File: config.mk
export PLATFORM = sky130hd
export DESIGN_NAME = game_controller_flat
export DESIGN_NICKNAME = d
export VERILOG_FILES = /design/src/rtl/game_controller_if.sv /design/src/rtl/game_controller.sv /design/src/flat_wrapper.sv
export SDC_FILE = /design/constraint.sdc
export NUM_CORES = 1
export LEC_CHECK = 0
export CORE_AREA = 2 2 39 41
export DETAILED_ROUTE_END_ITERATION = 16
export DIE_AREA = 0 0 41 43
export GPL_TIMING_DRIVEN = 0
export SYNTH_ARGS = -nofsm -noshare
export SYNTH_HDL_FRONTEND = slang
export SYNTH_SLANG_ARGS = --single-unit
export TNS_END_PERCENT = 1
File: constraint.sdc
create_clock -name clock_50 -period 1.5 [get_ports clock_50]
set_input_delay 0.3 -clock clock_50 [delete_from_list [all_inputs] [get_ports clock_50]]
set_output_delay 0.3 -clock clock_50 [all_outputs]
set_load 0.02 [all_outputs]
File: src/rtl/game_controller_if.sv
// Datapath bus between the memory-game controller and its datapath.
// Carries the status flags the datapath reports and the command strobes
// the controller issues. The controller uses the master modport, the
// datapath the slave modport.
interface game_controller_if;
  // Datapath status
  logic end_fpga;
  logic end_user;
  logic end_time;
  logic win;
  logic match;

  // Controller commands
  logic r1;
  logic r2;
  logic e1;
  logic e2;
  logic e3;
  logic e4;
  logic sel;

  modport master (
    input  end_fpga, end_user, end_time, win, match,
    output r1, r2, e1, e2, e3, e4, sel
  );

  modport slave (
    output end_fpga, end_user, end_time, win, match,
    input  r1, r2, e1, e2, e3, e4, sel
  );
endinterface

File: src/rtl/game_controller.sv
// Memory-game control unit.
// Synchronises and edge-detects the active-low "enter" key, then sequences
// the setup, show, play, check, next-round and result phases, driving the
// datapath command strobes as a Moore decode of the state register.
// Optional key debounce is enabled by defining CTRL_DEBOUNCE_EN; without it
// the key pulse comes straight from the falling-edge detector and
// DEB_CYCLES has no effect.
module game_controller #(
  parameter int SYNC_STAGES = 2,
  parameter int DEB_CYCLES  = 1_000_000
) (
  input  logic                  clock_50,
  input  logic                  reset,
  input  logic                  enter_n,
  game_controller_if.master     bus,
  output logic [2:0]            state
);

  typedef enum logic [2:0] {
    INIT       = 3'd0,
    SETUP      = 3'd1,
    SEQUENCE   = 3'd2,
    PLAY       = 3'd3,
    CHECK      = 3'd4,
    NEXT_ROUND = 3'd5,
    RESULT     = 3'd6
  } state_t;

  state_t state_q, state_d;

  logic [SYNC_STAGES-1:0] sync_q;
  logic                   keySync;
  logic                   enterP_q;

  // Shift the raw key through the synchroniser; idle level is released (1)
  always_ff @(posedge clock_50 or posedge reset) begin
    if (reset) begin
      sync_q <= '1;
    end else begin
      sync_q <= {sync_q[SYNC_STAGES-2:0], enter_n};
    end
  end

  assign keySync = sync_q[SYNC_STAGES-1];

`ifdef CTRL_DEBOUNCE_EN
  localparam int DebW = $clog2(DEB_CYCLES + 1);

  logic [DebW-1:0] debCnt_q;
  logic            armed_q;

  // Count consecutive low samples; fire once per press and re-arm only
  // after the key has been seen released
  always_ff @(posedge clock_50 or posedge reset) begin
    if (reset) begin
      debCnt_q <= '0;
      armed_q  <= 1'b1;
      enterP_q <= 1'b0;
    end else begin
      enterP_q <= 1'b0;
      if (keySync) begin
        debCnt_q <= '0;
        armed_q  <= 1'b1;
      end else if (armed_q) begin
        if (debCnt_q == DebW'(DEB_CYCLES)) begin
          enterP_q <= 1'b1;
          armed_q  <= 1'b0;
          debCnt_q <= '0;
        end else begin
          debCnt_q <= debCnt_q + DebW'(1);
        end
      end
    end
  end
`else
  logic keyPrev_q;

  // Register a one-cycle pulse on each falling edge of the synchronised key
  always_ff @(posedge clock_50 or posedge reset) begin
    if (reset) begin
      keyPrev_q <= 1'b1;
      enterP_q  <= 1'b0;
    end else begin
      keyPrev_q <= keySync;
      enterP_q  <= keyPrev_q & ~keySync;
    end
  end
`endif

  // State register
  always_ff @(posedge clock_50 or posedge reset) begin
    if (reset) begin
      state_q <= INIT;
    end else begin
      state_q <= state_d;
    end
  end

  // Next-state logic; the key pulse only matters in SETUP and RESULT, and a
  // timeout in PLAY takes priority over the player finishing
  always_comb begin
    state_d = state_q;
    case (state_q)
      INIT:       state_d = SETUP;
      SETUP:      if (enterP_q) state_d = SEQUENCE;
      SEQUENCE:   if (bus.end_fpga) state_d = PLAY;
      PLAY: begin
        if (bus.end_time) begin
          state_d = RESULT;
        end else if (bus.end_user) begin
          state_d = CHECK;
        end
      end
      CHECK: begin
        if (!bus.match || bus.win) begin
          state_d = RESULT;
        end else begin
          state_d = NEXT_ROUND;
        end
      end
      NEXT_ROUND: state_d = SEQUENCE;
      RESULT:     if (enterP_q) state_d = INIT;
      default:    state_d = INIT;
    endcase
  end

  // Moore decode of the datapath commands; anything not named is low
  always_comb begin
    bus.r1  = 1'b0;
    bus.r2  = 1'b0;
    bus.e1  = 1'b0;
    bus.e2  = 1'b0;
    bus.e3  = 1'b0;
    bus.e4  = 1'b0;
    bus.sel = 1'b0;
    case (state_q)
      INIT: begin
        bus.r1  = 1'b1;
        bus.r2  = 1'b1;
        bus.sel = 1'b1;
      end
      SETUP: begin
        bus.e1  = 1'b1;
        bus.r2  = 1'b1;
        bus.sel = 1'b1;
      end
      SEQUENCE: begin
        bus.e3  = 1'b1;
        bus.r2  = 1'b1;
        bus.sel = 1'b1;
      end
      PLAY: begin
        bus.e2  = 1'b1;
        bus.sel = 1'b1;
      end
      CHECK: begin
        bus.sel = 1'b1;
      end
      NEXT_ROUND: begin
        bus.e4  = 1'b1;
        bus.r2  = 1'b1;
        bus.sel = 1'b1;
      end
      default: begin
        bus.sel = 1'b0;
      end
    endcase
  end

  assign state = state_q;

endmodule
File: src/flat_wrapper.sv
// flat-port wrapper written by rule: the top's interface ports become plain ports
module game_controller_flat 
#(
  parameter int SYNC_STAGES = 2,
  parameter int DEB_CYCLES  = 1_000_000
)
  (clock_50, reset, enter_n, state, bus_end_fpga, bus_end_user, bus_end_time, bus_win, bus_match, bus_r1, bus_r2, bus_e1, bus_e2, bus_e3, bus_e4, bus_sel);
  game_controller_if bus_i ();
  input  logic clock_50;
  input  logic reset;
  input  logic enter_n;
  output logic [2:0] state;
  input wire logic [$bits(bus_i.end_fpga)-1:0] bus_end_fpga;
  input wire logic [$bits(bus_i.end_user)-1:0] bus_end_user;
  input wire logic [$bits(bus_i.end_time)-1:0] bus_end_time;
  input wire logic [$bits(bus_i.win)-1:0] bus_win;
  input wire logic [$bits(bus_i.match)-1:0] bus_match;
  output wire logic [$bits(bus_i.r1)-1:0] bus_r1;
  output wire logic [$bits(bus_i.r2)-1:0] bus_r2;
  output wire logic [$bits(bus_i.e1)-1:0] bus_e1;
  output wire logic [$bits(bus_i.e2)-1:0] bus_e2;
  output wire logic [$bits(bus_i.e3)-1:0] bus_e3;
  output wire logic [$bits(bus_i.e4)-1:0] bus_e4;
  output wire logic [$bits(bus_i.sel)-1:0] bus_sel;
  assign bus_i.end_fpga = bus_end_fpga;
  assign bus_i.end_user = bus_end_user;
  assign bus_i.end_time = bus_end_time;
  assign bus_i.win = bus_win;
  assign bus_i.match = bus_match;
  assign bus_r1 = bus_i.r1;
  assign bus_r2 = bus_i.r2;
  assign bus_e1 = bus_i.e1;
  assign bus_e2 = bus_i.e2;
  assign bus_e3 = bus_i.e3;
  assign bus_e4 = bus_i.e4;
  assign bus_sel = bus_i.sel;
  game_controller #(.SYNC_STAGES(SYNC_STAGES), .DEB_CYCLES(DEB_CYCLES)) u_core (.clock_50(clock_50), .reset(reset), .enter_n(enter_n), .bus(bus_i), .state(state));
endmodule
==> After elaboration in Yosys (flattened, before gate mapping) <==
Index checks and enable logic that the tools add are counted.
{ "word_totals": {"input_bits": 8, "ff_bits": 7, "output_inout_bits": 10} }
{ "classes": {"n_mux": 14, "reduce_logical": 6, "eq_ne": 10, "bitwise": 2} }
{ "op_table": {"columns": ["operator", "n"], "rows": [
  ["3-bit case mux with 7 select lines", 1],
  ["3-bit 2-to-1 mux", 5],
  ["3-bit equality test (second input constant)", 3],
  ["1-bit 2-to-1 mux", 7],
  ["3-bit by 2-bit equality test with 1-bit output (second input constant)", 2],
  ["6-bit OR reduction", 1],
  ["2-bit by 1-bit != test with 1-bit output (second input constant)", 2],
  ["4-bit AND reduction", 1],
  ["4-bit OR reduction", 1],
  ["3-bit by 1-bit equality test with 1-bit output (second input constant)", 1],
  ["3-bit zero test", 1],
  ["3-bit != test (second input constant)", 1],
  ["2-bit 2-to-1 mux", 1],
  ["2-bit != test (second input constant)", 1],
  ["1-bit AND", 1],
  ["1-bit zero test", 1],
  ["1-bit logical OR", 1],
  ["1-bit inverter", 1]
]} }

==> Depth between registers and ports, before layout <==
{ "logic_depth": {"ltp_word": 4, "depth_mapped": 4, "ltp_nobuf": 3} }

==> Least setup slack after synthesis <==
Ideal clock, no wire load.
{ "synth_path": {"kind": "register to output", "from": "reg u_core.state_q[1] (netlist: u_core.state[1])", "to": "out bus_e3", "t_arrival_ps": 1256, "path_buffers": 1, "path_slack_ps": -56, "required_ps": 1200, "path_stages_with_launch": 3, "cell_sequence": "dfrtp_1 buf_2 nor3b_1"} }
{ "synth_via": {"elab_chain_cells": 2} }
{ "synth_lines": {"columns": ["item", "line_no", "text"], "rows": [
  ["start, declared", "game_controller.sv:29", "state_t state_q, state_d;"],
  ["start signal, assigned", "game_controller.sv:95", "state_q <= state_d;"],
  ["3-bit by 2-bit equality test with 1-bit output", "game_controller.sv:136", "case (state_q)"],
  ["1-bit 2-to-1 mux", "game_controller.sv:136", null],
  ["end, declared", "flat_wrapper.sv:22", "output wire logic [$bits(bus_i.e3)-1:0] bus_e3;"]
]} }
Every way passes these cells.

==> Final worst setup path <==
{ "layout_path": {"from": "reg u_core.state_q[1] (netlist: u_core.state[1])", "to": "out bus_e4"} }
{ "layout_via": {"elab_chain_cells": 2} }
{ "layout_lines": {"columns": ["item", "line_no", "text"], "rows": [
  ["3-bit equality test", "game_controller.sv:136", null],
  ["1-bit 2-to-1 mux", "game_controller.sv:136", null],
  ["end, declared", "flat_wrapper.sv:23", "output wire logic [$bits(bus_i.e4)-1:0] bus_e4;"]
]} }
Every way passes these cells.

==> flow_summary.yaml <==
critical_path:
  crit_path_frequent_cell: "buf_4"
  r2r_slack_ns: 0.38
  reg2reg_from: "u_core.state[1]"
  critPathLaunchType: "flop"
  required_ns: 1.20
  worstReg2RegEnd: "u_core.state[0]"
  critical_path.startpoint: "u_core.state[1]"
  r2r_cells: 4
  crit_path_end: "bus_e4"
  arrival_ns: 1.16
  cp_max_fo: 10
  worstSetupPathType: "reg2out"
  crit_chain: "buf_4, and3b_1, buf_4"
  worst_path_max_delay_cell: "dfrtp_1"
  critPathMaxStageDelay_ns: 0.40
  critPathCaptureType: "primary output"
detailed_routing:
  drtAntennaViolNets: 0
  first_pass_iters: 4
  drc: 0
  wirelength_um: 792
  vias_per_cell: 4.35
  drt-wirelength-per-cell_um: 10.2
  dr_total_vias: 339
  drt_iter0_markers: 2
floorplan:
  num_io_pins: 18
  die_area_mm2: 0.00176
  die_x_um: 41
  start_util_pct: 26.5
  fp.dieH_um: 43
  rows: 14
  core_area_mm2: 0.00138
sta:
  drv_slew: 0
  clock.fmax_mhz: 685
  setup_ws_ns: 0.0391
  min_period_ns: 1.46
  hold_ws_ns: 0.277
  fin_crit_sh_pct: 97.4
  setup-violations-final: 0
  worstMarginPinSlew_ns: 0.255
  hold_viol_final: 0
  slew_headroom_pct: 83.0
  skew_ns: 0.00153
  rsz0062_at_grt: "true"
power:
  ir_worst_vdd_mv: 0.830
  finalPower_mw: 1.21
  leakagePower_nw: 0.275
  p_per_area_mw_per_mm2: 1980
finish:
  area_growth_pct: 66.2
  fin_area_um2: 609
  fill_cells: 157
  multi_input_comb_area_um2: 186
  ff_latch_area_um2: 180
  drive_above_1_share_pct: 40.3
  antennaDiodeCount: 0
  final_nets: 71
grt:
  grtUsageTotal_pct: 9.43
  grt_pass1_vias: 317
  antenna_found_initial: 0
  grt_overflow: 0
  grt_max_degree: 11
  grt_first_pass_wirelength_mm: 1.16
placed_design:
  dp_hpwl_um: 559
  portBuffers: 17
  dpl_cell_area_um2: 562
  dp_slack_ns: -0.221
  gp_congestion: 0.600
synth:
  syn-cell-area_um2: 367
  synth-seq-cells: 7
  synth.net_count: 47
  async_flop_share_pct: 100
  synth_edf_count: 0
  ys_types: 17
  syn_avg_cell_area_um2: 9.40
  yosysWarnings: 0
  ys_seq_area_share_pct: 48.8
  syn_inst: 39
  synth_ff_type: "dfrtp_1"
clock_tree:
  cts_buffers: 3
  cts_max_path_buffers: 2
  clkTransAtPathRegs_ns: 0.05
  cts-root-buf: "clkbuf_4"
  htree_levels: 1
  cts_sinks: 7
  clk_latency_ns: 0.24
  cts_tree: "done"
job:
  maxCapViolations: 0
min_path:
  hold_path_class: "in2async"
status:
  status: "finished clean"
==> power by group <==
group | total [mW] | switching [mW] | internal (mW)
Sequential | 0.279 | 0.0409 | 0.238
Combinational | 0.766 | 0.407 | 0.360
Clock | 0.164 | 0.0631 | 0.101
Total | 1.21 | 0.511 | 0.699
==> Yosys cell counts (all sizes together), types with 2 or more instances <==
master / n / area [µm²]
a21oi: 3 / 15.0
buf: 3 / 15.0
dfrtp: 4 / 100
dfstp: 3 / 78.8
nand2: 6 / 22.5
nand2b: 3 / 18.8
nor2: 4 / 15.0
nor2b: 3 / 18.8
nor3b: 2 / 15.0
==> worst min path at each step <==
stage / from / endpoint / slack [ns] / cells past startpoint
global placement: u_core.sync_q[0] / u_core.sync_q[1] / 0.35 / 0
floorplan: reset / u_core.enterP_q / 0.10 / 1
finish: reset / u_core.state[1] / 0.28 / 2
CTS: reset / u_core.state[1] / 0.27 / 2
global route: reset / u_core.state[1] / 0.33 / 2
detailed placement: u_core.sync_q[0] / u_core.sync_q[1] / 0.35 / 0
==> state kept, by name, indices dropped and copies added (netlist names) <==
signal and count:
u_core.sync_q 2, u_core.enterP_q 1, u_core.keyPrev_q 1, u_core.state 3
==> kinds of logic (layout without fill, tap and decap cells) <==
| group | after synthesis | in the layout | share of synthesized area [%] |
|---|---|---|---|
| AOI/OAI and AO/OA | 8 | 8 | 17.7 |
| and+or+nand+nor | 20 | 20 | 28.3 |
| DFF | 7 | 7 | 48.8 |
| buffers and inverters | 4 | 27 | 5.12 |
==> layout make-up <==
cell class              instances  area share, %
repair buffers                 19           26.7
flip-flops and latches          7           29.6
clock buffers                   4           4.31
multi-input cells              28           30.6
inverters                       1          0.616
plain buffers                   3           4.93
well taps                      16           3.29
==> per-layer routing <==
metal | vias up | global-route usage (%) | wire [µm] | share of wire (%)
met1 | 147 | 10.3 | 357 | 45
met3 | 0 | 1.57 | 68 | 8.6
met5 | - | 0 | 0 | 0
li1 | 177 | - | - | -
met2 | 15 | 16.6 | 366 | 46
met4 | 0 | 4.00 | 0 | 0
==> worst max-delay path, delay by kind of cell, from the launching register on <==
kind / cells / cell delay, ns
buffers and inverters: 2 / 0.31
flip-flops: 1 / 0.40
AND/OR/NAND/NOR: 1 / 0.21
==> timing repair <==
action | 4_1_cts | 5_1_grt
hold buffers | 0 | 0
gates resized for setup | 35 | 10
setup buffers | 2 | 0
cloned | 0 | 0
setup endpoints to repair | 10 | 5
==> placed cells by master, fill, tap and decap left out, types with 3 or more instances in the layout <==
cell type,Yosys,layout
buf_4,0,7
nand2b_1,3,3
a21oi_1,3,3
dfrtp_1,4,3
dfstp_2,3,3
nor2_1,4,4
clkdlybuf4s50_1,0,7
clkbuf_4,0,3
dlygate4sd2_1,0,3
nand2_1,6,6
==> per-stage QoR <==
| stage | setup TNS [ns] | std cells | util (%) |
|---|---|---|---|
| 2_1_floorplan | -0.0169 | 39 | - |
| 3_3_place_gp | -1.20 | 72 | 40.6 |
| 3_5_place_dp | -1.22 | 72 | 40.6 |
| 4_1_cts | -0.0562 | 78 | 42.5 |
| 5_1_grt | 0 | 78 | 44.0 |
| 6_report | 0 | 78 | 44.0 |
No activity file was read; power rests on OpenSTA's default activity.
